### config.mk
export PLATFORM = sky130hd
export DESIGN_NAME = fmac_seq
export DESIGN_NICKNAME = d
export VERILOG_FILES = /design/src/rtl/fmac_pkg.sv /design/src/rtl/fmac_seq.sv
export SDC_FILE = /design/constraint.sdc
export NUM_CORES = 1
export LEC_CHECK = 0
export ABC_CLOCK_PERIOD_IN_PS = 3800
export CELL_PAD_IN_SITES_DETAIL_PLACEMENT = 1
export CELL_PAD_IN_SITES_GLOBAL_PLACEMENT = 2
export CORE_ASPECT_RATIO = 1.25
export CORE_MARGIN = 4
export CORE_UTILIZATION = 31
export CTS_CLUSTER_DIAMETER = 200
export DETAILED_ROUTE_END_ITERATION = 12
export PLACE_DENSITY_LB_ADDON = 0.1
export REMOVE_ABC_BUFFERS = 1
export SYNTH_ARGS = -nofsm -noshare
export SYNTH_HDL_FRONTEND = slang
export SYNTH_SLANG_ARGS = --single-unit
export TNS_END_PERCENT = 100
### constraint.sdc
create_clock -name clk -period 3.8 [get_ports clk]
set_input_delay 0.76 -clock clk [delete_from_list [all_inputs] [get_ports clk]]
set_output_delay 0.76 -clock clk [all_outputs]
set_load 0.01 [all_outputs]
### src/rtl/fmac_pkg.sv
// fmac_pkg: shared types and FloPoCo encoding helpers
// for the multiply-accumulate sequencer.
package fmac_pkg;

  typedef enum logic [2:0] {
    S_IDLE,
    S_FETCH,
    S_MUL,
    S_ADD,
    S_DONE
  } fmac_state_t;

  // FloPoCo word: {exc[1:0], sign, exponent[wE], fraction[wF]}
  localparam int EXC_W  = 2;
  localparam int SIGN_W = 1;
  localparam int WE_DEF = 4;
  localparam int WF_DEF = 4;

  localparam logic [1:0] EXC_ZERO = 2'b00;
  localparam logic [1:0] EXC_NORM = 2'b01;
  localparam logic [1:0] EXC_INF  = 2'b10;
  localparam logic [1:0] EXC_NAN  = 2'b11;

  function automatic int fp_width(input int we, input int wf);
    return EXC_W + SIGN_W + we + wf;
  endfunction

  function automatic logic [63:0] fp_zero(input int we, input int wf);
    return 64'(EXC_ZERO) << (SIGN_W + we + wf);
  endfunction

  function automatic logic [63:0] fp_one(input int we, input int wf);
    logic [63:0] bias;
    bias = (64'd1 << (we - 1)) - 64'd1;
    return (64'(EXC_NORM) << (SIGN_W + we + wf)) | (bias << wf);
  endfunction

  localparam logic [63:0] FP_ZERO = fp_zero(WE_DEF, WF_DEF);
  localparam logic [63:0] FP_ONE  = fp_one(WE_DEF, WF_DEF);

endpackage

### src/rtl/fmac_seq.sv
// fmac_seq: sequences r = init + sum(a_i*b_i) over a stream,
// time-sharing external ce-gated FloPoCo multiplier and adder.
module fmac_seq
  import fmac_pkg::*;
#(
  parameter int WIDTH   = 11,
  parameter int N_TERMS = 4,
  parameter int MUL_LAT = 1,
  parameter int ADD_LAT = 1
) (
  input  logic             clk,
  input  logic             rst,
  input  logic             start,
  input  logic [WIDTH-1:0] init_val,
  output logic             busy,
  input  logic             in_valid,
  output logic             in_ready,
  input  logic [WIDTH-1:0] in_a,
  input  logic [WIDTH-1:0] in_b,
  output logic             out_valid,
  input  logic             out_ready,
  output logic [WIDTH-1:0] out_r,
  output logic [WIDTH-1:0] fmul_x,
  output logic [WIDTH-1:0] fmul_y,
  output logic             fmul_ce,
  input  logic [WIDTH-1:0] fmul_r,
  output logic [WIDTH-1:0] fadd_x,
  output logic [WIDTH-1:0] fadd_y,
  output logic             fadd_ce,
  input  logic [WIDTH-1:0] fadd_r
);

  localparam int TW = $clog2(N_TERMS + 1);
  localparam int MAX_LAT =
    (MUL_LAT > ADD_LAT) ? MUL_LAT : ADD_LAT;
  localparam int LW = $clog2(MAX_LAT + 1);

  localparam logic [TW-1:0] LAST_TERM = TW'(N_TERMS - 1);
  localparam logic [LW-1:0] MUL_CNT = LW'(MUL_LAT);
  localparam logic [LW-1:0] ADD_CNT = LW'(ADD_LAT);
  localparam logic [LW-1:0] LAT_ONE = LW'(1);
  localparam logic [WIDTH-1:0] ZERO_W = WIDTH'(FP_ZERO);

  fmac_state_t      state;
  logic [WIDTH-1:0] acc;
  logic [TW-1:0]    term;
  logic [LW-1:0]    lat;

  logic lat_done;
  logic last_term;
  logic in_fire;
  logic out_fire;

  // Core result is sampled on the edge ending the last ce-high cycle.
  assign lat_done  = (lat == LAT_ONE);
  assign last_term = (term == LAST_TERM);
  assign in_fire   = in_valid & in_ready;
  assign out_fire  = out_valid & out_ready;

  // Sequencer FSM with all outputs registered.
  always_ff @(posedge clk or posedge rst) begin
    if (rst) begin
      state     <= S_IDLE;
      acc       <= ZERO_W;
      term      <= '0;
      lat       <= '0;
      busy      <= 1'b0;
      in_ready  <= 1'b0;
      out_valid <= 1'b0;
      out_r     <= ZERO_W;
      fmul_x    <= ZERO_W;
      fmul_y    <= ZERO_W;
      fmul_ce   <= 1'b0;
      fadd_x    <= ZERO_W;
      fadd_y    <= ZERO_W;
      fadd_ce   <= 1'b0;
    end else begin
      unique case (state)
        S_IDLE: begin
          if (start) begin
            acc      <= init_val;
            term     <= '0;
            busy     <= 1'b1;
            in_ready <= 1'b1;
            state    <= S_FETCH;
          end
        end
        S_FETCH: begin
          if (in_fire) begin
            fmul_x   <= in_a;
            fmul_y   <= in_b;
            fmul_ce  <= 1'b1;
            lat      <= MUL_CNT;
            in_ready <= 1'b0;
            state    <= S_MUL;
          end
        end
        S_MUL: begin
          if (lat_done) begin
            fmul_ce <= 1'b0;
            fadd_x  <= acc;
            fadd_y  <= fmul_r;
            fadd_ce <= 1'b1;
            lat     <= ADD_CNT;
            state   <= S_ADD;
          end else begin
            lat <= lat - LAT_ONE;
          end
        end
        S_ADD: begin
          if (lat_done) begin
            acc     <= fadd_r;
            fadd_ce <= 1'b0;
            term    <= term + TW'(1);
            if (last_term) begin
              out_r     <= fadd_r;
              out_valid <= 1'b1;
              state     <= S_DONE;
            end else begin
              in_ready <= 1'b1;
              state    <= S_FETCH;
            end
          end else begin
            lat <= lat - LAT_ONE;
          end
        end
        S_DONE: begin
          if (out_fire) begin
            out_valid <= 1'b0;
            busy      <= 1'b0;
            state     <= S_IDLE;
          end
        end
        default: begin
          busy      <= 1'b0;
          in_ready  <= 1'b0;
          out_valid <= 1'b0;
          fmul_ce   <= 1'b0;
          fadd_ce   <= 1'b0;
          state     <= S_IDLE;
        end
      endcase
    end
  end

endmodule
==> impl_metrics.toml, run 1 <==
[synthesis]
syn-cell-area_sq_um = 3352
yosysMostFrequentCell = "dfrtp_1"
ys_async_sr_fraction = 1.000
synthSimpleGateAreaFrac = 0.06308
synth.area.top_cells = "dfrtp_1 58%, mux2_2 12%, mux2_4 8.1%"
ys_top_cells_by_count = "78 x dfrtp_1, 36 x mux2_2, 19 x nor2_1"
synth_top_family_by_area = "multiplexers"
synth-xor-area-share = 0
syn_avg_cell_area_sq_um = 13.74
ys_types = 36
synth_top_area_frac = 0.5823
seq_area_frac_synth = 0.5823
netlist_instances = 244
synth_adder_area_share = 0.007465
yosys_most_used_dff = "dfrtp_1"
ys_seq_elements = 78
synth_area_leader_cell = "dfrtp_1"
synth_edf_count = 0
synthMuxAreaShare = 0.2441
synth-compound-area-share = 0.05674
yosysWarnings = 0

[routing]
drc = 0
drt_iter0_drc = 57
wl_per_cell_um = 16.91
wirelength_mm = 8.419
vias = 2333
firstDrtPassIters = 3
viasPerCell = 4.685
ant_nets = 0

[clock_tree]
cts_setup_buffers = 0
hold_buffers = 0
ctsHtreeMaxLevel = 3
cts-root-buf = "clkbuf_16"
cts.sinks = 78
clk_latency_ns = 0.33
numCtsBuffers = 9
clk_path_buf_depth = 2
cts_tree = "yes"
cts_resized = 0
cts.reportedPaths.clkPinSlew_ns = 0.06

[worst_setup_path]
r2r_cells = 3
critPathBufInv = 0
path_depth = 3
cp_cell_sequence = "nor2b_2 > nand4_1 > mux2_2"
endpoint = "out_r[7]$_DFFE_PP0P_"
crit_required_ns = 4.01
worstSetupStartpoint = "state[1]$_DFFE_PP0P_"
crit_arrival_ns = 2.60
cp_max_fo = 18
slowest_stage = "nand4_1"
cp-end-kind = "flip-flop"
slowest_delay_ns = 0.71
cp-start-kind = "flip-flop"
r2r_slack_ns = 1.40
r2r-end = "out_r[7]$_DFFE_PP0P_"
worstSetupPathType = "reg2reg"
reg2reg_from = "state[1]$_DFFE_PP0P_"
crit_family = "simple AND/OR/NAND/NOR gates"

[sta]
worstMarginPinSlew_ns = 0.8717
layout_worst_path_cycle_share = 0.6310
rsz0062_at_grt = "false"
finalSetupViolCount = 0
slew_headroom = 0.4171
fin_setup_tns_ns = 0
max_freq_mhz = 417.1
setup_ws_ns = 1.402
hold_violations = 0
worst_clock_skew_ns = 0.008549
slew_viol_final = 0
timing.final.crit_period_ns = 2.398

[power_and_ir_drop]
combPwrFrac = 0.420
power.share.sequential = 0.365
switchingPower_mw = 1.211
ir_drop_v = 0.0003076
p_int_mw = 2.732
p_sw_frac = 0.3072
clkPwrFrac = 0.215
p_per_area_nw_per_um2 = 803.9
leakagePower_nw = 2.139

[global_routing]
grt_max_degree = 41
overflow = 0
gr-usage-all-layers = 0.1423
grt_pass1_wl_mm = 13.81
grt_pass1_vias = 2551
antenna_found_initial = 0

[floorplan]
num_rows = 42
die_x_um = 101.0
die_area_sq_um = 12550
ios = 120
die_y_um = 124.3
floorplan.initialDensity = 0.3173
core_area_sq_um = 10560

[placed_design]
port-buffer-count = 119
gp_congestion = 0.6619
dp_hpwl_mm = 5.926
place_area_sq_um = 4616
post-place-ws_ns = 1.091

[outcome]
outcome = "complete, no violations"

[hold_path]
hold_path_class = "reg2reg"
hold_depth = 1

[final_layout]
diodes = 0
final_cell_area_sq_um = 4906
syn_to_final_growth_pct = 46.36
drive_gt1_frac = 0.2104
final_nets = 424

[job]
maxCapViolCount = 0
[stage by stage]
| stage | cells | total power, mW | utilization | hold slack (ns) |
|---|---|---|---|---|
| 2_1_floorplan | 228 | 2.268 | - | 0.4802 |
| 3_3_place_gp | 483 | 3.105 | 0.4370 | 0.4687 |
| 3_5_place_dp | 483 | 3.144 | 0.4370 | 0.4782 |
| 4_1_cts | 498 | 4.022 | 0.4645 | 0.4919 |
| 5_1_grt | 498 | 4.219 | 0.4645 | 0.5204 |
| 6_report | 498 | 3.944 | 0.4645 | 0.4867 |
[cell usage in the layout (no fill, tap or decap)]
master           count
o22ai_1              1
buf_12               1
nor3b_1              1
ha_1                 2
nand3b_1             1
clkdlybuf4s50_1    119
o21a_1               1
clkbuf_16            9
dfrtp_1             78
nor2b_1              2
nor2b_2              1
a21oi_1             16
mux2_1               2
nand4_1              3
or3_1                1
clkinvlp_4           1
a211oi_1             2
o21ai_0              6
nand3_1              1
mux2_4              18
nand2b_1             2
and2_1               1
o211ai_1             1
clkbuf_1             1
buf_4                3
mux2_2              36
inv_1                4
nand2_1              9
a21oi_4              1
nand3_2              1
clkbuf_8             1
or3b_4               1
nor2_1              19
a31oi_1              3
a41oi_1              1
bufinv_16            1
clkinv_2             3
mux2i_1             12
[layout make-up]
type                       instances  area [sq um]
fill                            1117          5657
inverter                           5         20.02
sequential                        78          1952
tap                              132         165.2
multi-input combinational        145          1245
clock buffer                      11         242.7
timing repair buffer             123          1234
clock inverter                     4         47.55
[registers in the layout (all words and copies together) (netlist names)]
signal and flops:
in_ready 1, out_valid 1, out_r 11, fmul_ce 1
fmul_x 11, fmul_y 11, fadd_x 11, fadd_y 11
lat 1, state 3, busy 1, term 3
acc 11, fadd_ce 1
[power by group through the flow]
| stage | logic [mW] | clock network [mW] | registers [mW] |
|---|---|---|---|
| floorplan | 0.714 | 0 | 1.55 |
| global placement | 1.67 | 0 | 1.44 |
| detailed placement | 1.69 | 0 | 1.46 |
| CTS | 1.69 | 0.879 | 1.45 |
| global route | 1.80 | 0.913 | 1.50 |
| finish | 1.66 | 0.847 | 1.44 |
[worst min-delay path by stage]
| stage | startpoint | end |
|---|---|---|
| 2_1_floorplan | acc[0]$_DFFE_PP0P_ | fadd_x[0]$_DFFE_PP0P_ |
| 3_3_place_gp | fadd_y[0]$_DFFE_PP0P_ | fadd_y[0]$_DFFE_PP0P_ |
| 3_5_place_dp | fadd_y[0]$_DFFE_PP0P_ | fadd_y[0]$_DFFE_PP0P_ |
| 4_1_cts | fadd_y[0]$_DFFE_PP0P_ | fadd_y[0]$_DFFE_PP0P_ |
| 5_1_grt | fadd_y[0]$_DFFE_PP0P_ | fadd_y[0]$_DFFE_PP0P_ |
| 6_report | fadd_y[0]$_DFFE_PP0P_ | fadd_y[0]$_DFFE_PP0P_ |
[per-layer routing]
layer  up-vias  global-route usage  part of all wire
met5         -                   0                 0
met4         0             0.04460             0.012
met3         8             0.04874             0.071
met2        67              0.2334              0.50
met1      1164              0.1746              0.41
li1       1094                   -                 -
[cell families after synthesis]
group	count (synthesis)
and+or+nand+nor	43
AOI/OAI and AO/OA	32
buffers and inverters	21
adders and majority gates	2
muxes	68
DFF	78
Power figures use the tool's default switching activity.
==> run 2, diff against run 1 <==
--- a/config.mk
+++ b/config.mk
@@ -5,12 +5,12 @@
 export SDC_FILE = /design/constraint.sdc
 export NUM_CORES = 1
 export LEC_CHECK = 0
-export ABC_CLOCK_PERIOD_IN_PS = 3800
+export ABC_CLOCK_PERIOD_IN_PS = 2200
 export CELL_PAD_IN_SITES_DETAIL_PLACEMENT = 1
 export CELL_PAD_IN_SITES_GLOBAL_PLACEMENT = 2
 export CORE_ASPECT_RATIO = 1.25
 export CORE_MARGIN = 4
-export CORE_UTILIZATION = 31
+export CORE_UTILIZATION = 26
 export CTS_CLUSTER_DIAMETER = 200
 export DETAILED_ROUTE_END_ITERATION = 12
 export PLACE_DENSITY_LB_ADDON = 0.1
==> constraint.sdc (replaced) <==
create_clock -name clk -period 2.2 [get_ports clk]
set_input_delay 0.44 -clock clk [delete_from_list [all_inputs] [get_ports clk]]
set_output_delay 0.44 -clock clk [all_outputs]
set_load 0.01 [all_outputs]
==> run 2 against run 1 <==
Against the previous run:
- critical path depth is 1 higher
- global-route usage is 1.6 points lower
- non-clock buffer count is 8 higher
- sequential share of layout area is 1.3 points lower
- register-to-register slack worse by 1.0 ns
- via count is 0.64% higher
- first-iteration DRC count is 32% lower
- largest power group unchanged
- maximum frequency is 32% higher
- critical path type unchanged
==> impl_metrics.toml, run 2 (synthesis gave the netlist of run 1 again) <==
[routing]
vias = 2348
wl_per_cell_um = 16.11
wl_met1_mm = 3.756
drt_iter0_drc = 39
wirelength_mm = 8.748
met3WireLength_um = 605
highest_layer = "met4"
viasPerCell = 4.324
met2_length_mm = 4.268
ant_nets = 0
drc = 0
firstDrtPassIters = 4

[final_layout]
diodes = 0
syn_to_final_growth_pct = 51.36
drive_gt1_frac = 0.2267
finish.utilization = 0.4007
final_cell_mix = "119 x clkdlybuf4s50_1, 78 x dfrtp_1, 36 x mux2_2, 19 x nor2_1, 18 x mux2_4"
final_nets = 432
final_common_cell = "clkdlybuf4s50_1"
final_cell_area_sq_um = 5074

[worst_setup_path]
endpoint = "fadd_y[10]$_DFFE_PP0P_"
r2r-end = "fadd_y[10]$_DFFE_PP0P_"
reg2reg_from = "state[1]$_DFFE_PP0P_"
cp-end-kind = "flip-flop"
crit_arrival_ns = 2.03
worstSetupStartpoint = "state[1]$_DFFE_PP0P_"
cp_max_fo = 23
r2r_slack_ns = 0.38
r2r_cells = 4
crit_required_ns = 2.41
worstSetupPathType = "reg2reg"
cp-start-kind = "flip-flop"

[power_and_ir_drop]
power.share.sequential = 0.349
p_int_mw = 4.890
ir_drop_v = 0.0005040
switchingPower_mw = 2.154
clkPwrFrac = 0.226
leakagePower_nw = 2.203
finalPower_mw = 7.044
p_per_area_nw_per_um2 = 1388
combPwrFrac = 0.425
p_sw_frac = 0.3059

[floorplan]
num_rows = 46
die_area_sq_um = 14780
die_x_um = 109.6
ios = 120
floorplan.initialDensity = 0.2647
die_y_um = 134.9
core_area_sq_um = 12660

[clock_tree]
cts_tree = "yes"
cts.reportedPaths.clkPinSlew_ns = 0.06
ctsHtreeMaxLevel = 3
cts.sinks = 78
clk_latency_ns = 0.33
hold_buffers = 0
clk_path_buf_depth = 2
cts_setup_buffers = 0
cts-root-buf = "clkbuf_16"
numCtsBuffers = 9
cts_resized = 0

[sta]
setup_ws_ns = 0.3805
worst_clock_skew_ns = 0.008314
rsz0062_at_grt = "false"
hold-worst-slack_ns = 0.4745
slew_headroom = 0.7325
worstMarginPinSlew_ns = 0.3997
timing.final.crit_period_ns = 1.819
max_freq_mhz = 549.6
slew_viol_final = 0
hold_violations = 0
layout_worst_path_cycle_share = 0.8270
finalSetupViolCount = 0

[placed_design]
dp_hpwl_mm = 6.189
place_area_sq_um = 4758
post-place-ws_ns = 0.1442
gp_congestion = 0.6732
port-buffer-count = 119

[global_routing]
grt_pass1_wl_mm = 14.26
gr-usage-all-layers = 0.1261
overflow = 0
antenna_found_initial = 0
grt_pass1_vias = 2618
grt_max_degree = 47

[job]
maxCapViolCount = 0

[hold_path]
hold_path_class = "in2async"

[outcome]
outcome = "complete, no violations"
-- run 2: cell types whose count changed in the layout (fill, tap and decap cells not counted), sizes merged --
cell      delta
inv          +1
clkinvlp     -1
bufinv       +1
buf          +8
-- run 2: worst min path at each step --
stage                        endpoint  slack, ns
2_1_floorplan   fadd_x[0]$_DFFE_PP0P_       0.48
3_3_place_gp    fadd_y[0]$_DFFE_PP0P_       0.47
3_5_place_dp    fadd_y[4]$_DFFE_PP0P_       0.48
4_1_cts        fmul_x[10]$_DFFE_PP0P_       0.47
5_1_grt         fadd_y[4]$_DFFE_PP0P_       0.51
6_report       fmul_x[10]$_DFFE_PP0P_       0.47
-- run 2: routing by layer --
layer  global-route usage  vias to the layer above
li1                     -                     1103
met1               0.1602                     1172
met2               0.1989                       67
met3              0.04352                        6
met4              0.04366                        0
met5                    0                        -
-- run 2: layout make-up --
type | instances | area, sq um
Sequential cell | 78 | 1952
Fill cell | 1366 | 7589
Tap cell | 168 | 210.2
Clock inverter | 5 | 82.58
Clock buffer | 11 | 232.7
Timing Repair Buffer | 131 | 1331
Inverter | 5 | 20.02
Multi-Input combinational cell | 145 | 1245
-- run 2: critical path: stages (launching register included) --
cell and delay (ns):
dfrtp_1 0.57, nor2b_2 0.35, and2_1 0.22, buf_12 0.19, mux2_2 0.35
-- run 2: metrics by stage --
step	instances	setup TNS [ns]
after floorplan	228	-18.33
after global placement	527	0
after detailed placement	527	0
after CTS	543	0
after global routing	543	0
final	543	0
-- run 2: power groups by stage --
stage | clock, mW | sequential [mW] | combinational [mW]
floorplan | 0 | 2.68 | 1.23
global placement | 0 | 2.46 | 3.01
detailed placement | 0 | 2.49 | 3.05
CTS | 1.65 | 2.47 | 3.07
global route | 1.71 | 2.55 | 3.27
finish | 1.59 | 2.46 | 2.99
